`src/rtl/demod_decim.sv`:
```
// Four-channel interleaved integrate-and-dump decimator with a single AXI-Stream output register.
// Define DEMOD_DECIM_ROUND_EN to round half up before the divide; otherwise the divide floors.
module demod_decim #(
   parameter int DECIM_LOG2 = 5
) (
   input  logic        s_axis_aclk,
   input  logic        s_axis_aresetn,
   input  logic [23:0] s_axis_tdata,
   input  logic        s_axis_tvalid,
   output logic        s_axis_tready,
   input  logic [1:0]  s_axis_tuser,
   output logic [23:0] m_axis_tdata,
   output logic        m_axis_tvalid,
   input  logic        m_axis_tready,
   output logic [1:0]  m_axis_tuser
);

   localparam int AW = 24 + DECIM_LOG2 + 1;
   localparam logic [DECIM_LOG2-1:0] CNT_MAX = '1;

   logic signed [AW-1:0]   r_acc [4];
   logic [DECIM_LOG2-1:0]  r_cnt [4];
   logic                   r_m_valid;
   logic [23:0]            r_m_data;
   logic [1:0]             r_m_user;

   logic                   w_accept;
   logic                   w_dump;
   logic signed [AW-1:0]   w_sext;
   logic signed [AW-1:0]   w_sum;
   logic signed [AW-1:0]   w_sum_adj;
   logic [23:0]            w_avg;

   // A held output blocks the input so no beat is accepted that could need a second slot.
   assign s_axis_tready = !r_m_valid | m_axis_tready;
   assign w_accept      = s_axis_tvalid & s_axis_tready;

   assign w_sext = {{(AW-24){s_axis_tdata[23]}}, s_axis_tdata};
   assign w_sum  = r_acc[s_axis_tuser] + w_sext;
   assign w_dump = w_accept && (r_cnt[s_axis_tuser] == CNT_MAX);

`ifdef DEMOD_DECIM_ROUND_EN
   localparam logic signed [AW-1:0] RND = AW'(2 ** (DECIM_LOG2 - 1));
   assign w_sum_adj = w_sum + RND;
`else
   assign w_sum_adj = w_sum;
`endif

   // The divided sum always fits 24 bits, so truncation loses nothing.
   assign w_avg = 24'(w_sum_adj >>> DECIM_LOG2);

   always_ff @(posedge s_axis_aclk or negedge s_axis_aresetn) begin
      if (!s_axis_aresetn) begin
         for (int c = 0; c < 4; c++) begin
            r_acc[c] <= '0;
            r_cnt[c] <= '0;
         end
      end else begin
         for (int c = 0; c < 4; c++) begin
            if (w_accept && (s_axis_tuser == 2'(c))) begin
               if (r_cnt[c] == CNT_MAX) begin
                  r_acc[c] <= '0;
                  r_cnt[c] <= '0;
               end else begin
                  r_acc[c] <= w_sum;
                  r_cnt[c] <= r_cnt[c] + DECIM_LOG2'(1);
               end
            end
         end
      end
   end

   always_ff @(posedge s_axis_aclk or negedge s_axis_aresetn) begin
      if (!s_axis_aresetn) begin
         r_m_valid <= 1'b0;
         r_m_data  <= '0;
         r_m_user  <= '0;
      end else if (w_dump) begin
         r_m_valid <= 1'b1;
         r_m_data  <= w_avg;
         r_m_user  <= s_axis_tuser;
      end else if (m_axis_tready) begin
         r_m_valid <= 1'b0;
      end
   end

   assign m_axis_tvalid = r_m_valid;
   assign m_axis_tdata  = r_m_data;
   assign m_axis_tuser  = r_m_user;

endmodule

```
`config.mk`:
```
export PLATFORM = sky130hd
export DESIGN_NAME = demod_decim
export DESIGN_NICKNAME = d
export VERILOG_FILES = /design/src/rtl/demod_decim.sv
export SDC_FILE = /design/constraint.sdc
export NUM_CORES = 1
export LEC_CHECK = 0
export CORE_ASPECT_RATIO = 1.4
export CORE_MARGIN = 3
export CORE_UTILIZATION = 50
export DETAILED_ROUTE_END_ITERATION = 8
export PLACE_DENSITY = 0.72
export RECOVER_POWER = 50
export SYNTH_ARGS = -nofsm -noshare
export SYNTH_HDL_FRONTEND = slang
export SYNTH_SLANG_ARGS = --single-unit
```
`constraint.sdc`:
```
create_clock -name s_axis_aclk -period 5.8 [get_ports s_axis_aclk]
set_input_delay 1.16 -clock s_axis_aclk [delete_from_list [all_inputs] [get_ports s_axis_aclk]]
set_output_delay 1.16 -clock s_axis_aclk [all_outputs]
set_load 0.05 [all_outputs]
```
==> reports/results.ini <==
[run_status]
status = finished, violations left
violations = capacitance limit, slew limit

[critical_path]
end_kind = register
ff2ff_path_depth = 8
critical-path-top-delay-family = multiplexers
critPathLaunchType = input pin
rr_startpoint = r_acc[53]
r2r_slack_ns = 2.41
cp_max_fo = 30
crit_type = input pin to register
critPathMaxStageDelay_ns = 0.71
crit_slowest_cell = buf_2
crit_required_ns = 6.09
cp.arrival_ns = 4.69
r2r-end = r_acc[87]
path_buf_inv = 2
cp_cell_sequence = buf_2 -> mux4_2 -> ha_1 -> nand3_1 -> nor2_1 -> inv_1 -> o31ai_1 -> mux2i_1 -> o21ai_1

[power]
cellLeakagePower_nw = 4.44
power_density_nw_per_um2 = 607
ir_drop_mv = 0.248

[grt]
grt_first_pass_wirelength_um = 39500
gr-total-overflow = 0
grt_max_degree = 115
grt_pass1_vias = 7386
gr-usage-all-layers_pct = 26.2
antenna_found_initial = 0

[cts]
htreeDepth = 4
path_clk_slew_ns = 0.06
cts-root-buf = clkbuf_16
clock_sinks = 163
cts_hold_buf = 0
clockBufferDepth = 2
clk_latency_ns = 0.43
post_cts_buffers = 0
cts_resized = 0
cts_made_buffers = 17
cts_tree = built

[synth]
ys_ff_latch = 163
yosys_warnings = 0
syn_area_per_cell_um2 = 11.0
synth_ff_type = dfrtp_1
netlist_area_um2 = 8810
ys_types = 68
ys_seq_area_share_pct = 46.3
synthCells = 799
synth_nets = 866
synth-edff-count = 0
synthArstFlopShare_pct = 100

[detailed_routing]
route.antenna.remaining_nets = 0
avgViaCountPerCell = 6.44
vias = 6948
dr.pass1.iters = 5
wire_per_inst_um = 22.6
totalWireLength_um = 24400
first_iter_violations = 622
drc = 0

[floorplanning]
pin_count = 58
die_h_um = 163
die_area_um2 = 19300
start_util_pct = 51.8
num_rows = 56
core_um2 = 17000
dieWidth_um = 118

[timing]
whs_ns = 0.481
setup_tns_ns = 0
tightest_slew_ns = 2.87
final_max_slew_viol_count = 115
hold_viol = 0
fin_crit_sh_pct = 75.8
period_minus_slack_ns = 4.40
max_freq_ghz = 0.227
slew_headroom_pct = -91.6
setup_viol = 0
rsz0062_at_grt = false
skew_ns = 0.00808

[final_layout]
final_common_cell = dfrtp_1
utilization_pct = 60.0
stdcell_count = 1079
fin_area_um2 = 10200
area_growth_pct = 15.8
diodes = 0
nets = 902
layout-drive-gt1-share_pct = 14.6
fillers = 1377
layout_common_cells = 163 x dfrtp_1, 87 x nand2_1, 72 x a22o_1

[min_path]
worstHoldPathType = register to register
hold_start = r_acc[92]
hold_end = r_acc[92]
min_path_cells = 2

[placement]
io_buffer_count = 57
finalWeightedCongestion = 0.947
hpwlAfterDp_um = 16200
dp.cells = 1048
placed_area_um2 = 9580

[run]
cap_violations = 1

==> tightest hold or removal path: stages (launching register included) <==
cell and delay (ns):
dfrtp_1 0.34, nand2_1 0.05, o31ai_1 0.06
==> cell usage after synthesis (3+ instances only) <==
library cell	number	share of area (%)
a21o_1	11	0.94
a21oi_1	29	1.6
a21oi_2	3	0.30
a22o_1	72	7.2
a31oi_1	6	0.43
and2_1	4	0.28
and3_1	9	0.64
buf_2	9	0.51
clkbuf_1	47	2.0
dfrtp_1	163	46
ha_1	36	5.1
inv_1	10	0.43
mux2_1	3	0.38
mux2_2	23	2.9
mux4_2	29	7.4
nand2_1	87	3.7
nand2b_1	5	0.35
nand3_1	20	1.1
nand4_1	13	0.92
nor2_1	30	1.3
nor3_1	12	0.68
o211ai_1	7	0.60
o211ai_2	3	0.43
o21a_1	5	0.43
o21ai_0	51	2.9
o21ai_1	14	0.80
o31ai_1	24	2.0
or2_2	3	0.21
xnor2_1	10	0.99
xor2_1	7	0.70
==> kinds of logic (layout without fill, tap and decap cells) <==
logic type      after synthesis  in the layout  synth area share [%]
compound gates              254            254                  21.2
simple gates                201            201                  11.1
flops                       163            163                  46.3
buf+inv                      68            116                  3.07
mux                          57             57                  11.0
fa+ha+maj                    37             37                  5.34
xor+xnor                     19             19                  2.06
==> where the power goes <==
part           switching, W  internal [W]  leakage, nW
clock network      0.000468      0.000789        0.313
logic               0.00177       0.00119         2.10
registers          0.000326       0.00166         2.03
==> state kept, by name (all words and copies together) (netlist names) <==
signal and cells:
r_acc 116, m_axis_tvalid 1, m_axis_tuser 2, r_cnt 20
m_axis_tdata 24
==> through the flow <==
stage | power (W) | setup WS (ns)
after global routing | 0.00657 | 1.13
after detailed placement | 0.00491 | 0.968
final | 0.00620 | 1.40
after floorplan | 0.00408 | 1.29
after CTS | 0.00621 | 1.40
after global placement | 0.00480 | 0.978
==> how the worst max path moves through the flow <==
stage | to | depth (start not counted) | from
finish | r_acc[87] | 9 | s_axis_tuser[1]
global route | r_acc[79] | 2 | s_axis_aresetn
CTS | r_acc[87] | 10 | s_axis_tuser[0]
detailed placement | r_acc[87] | 10 | s_axis_tuser[0]
global placement | m_axis_tdata[22] | 10 | s_axis_tuser[0]
floorplan | m_axis_tdata[16] | 11 | s_axis_tuser[0]
==> cell type report <==
| class | instances | area (µm²) | share of cell area, % |
|---|---|---|---|
| multi-input cells | 568 | 4460 | 43.7 |
| flip-flops and latches | 163 | 4080 | 40.0 |
| repair buffers | 75 | 681 | 6.67 |
| clock buffers | 20 | 457 | 4.47 |
| well taps | 232 | 290 | 2.84 |
| clock inverters | 11 | 200 | 1.96 |
| inverters | 10 | 37.5 | 0.368 |
==> metal layers <==
metal | share of wire [%] | track usage [%] | wire (µm) | vias to the layer above
met3 | 5.6 | 4.61 | 1360 | 67
met1 | 41 | 32.9 | 9910 | 3529
met2 | 50 | 44.8 | 12300 | 256
met5 | 0 | 0 | 0 | -
li1 | - | - | - | 3096
met4 | 3.3 | 11.5 | 799 | 0
No activity file was read; power rests on OpenSTA's default activity.
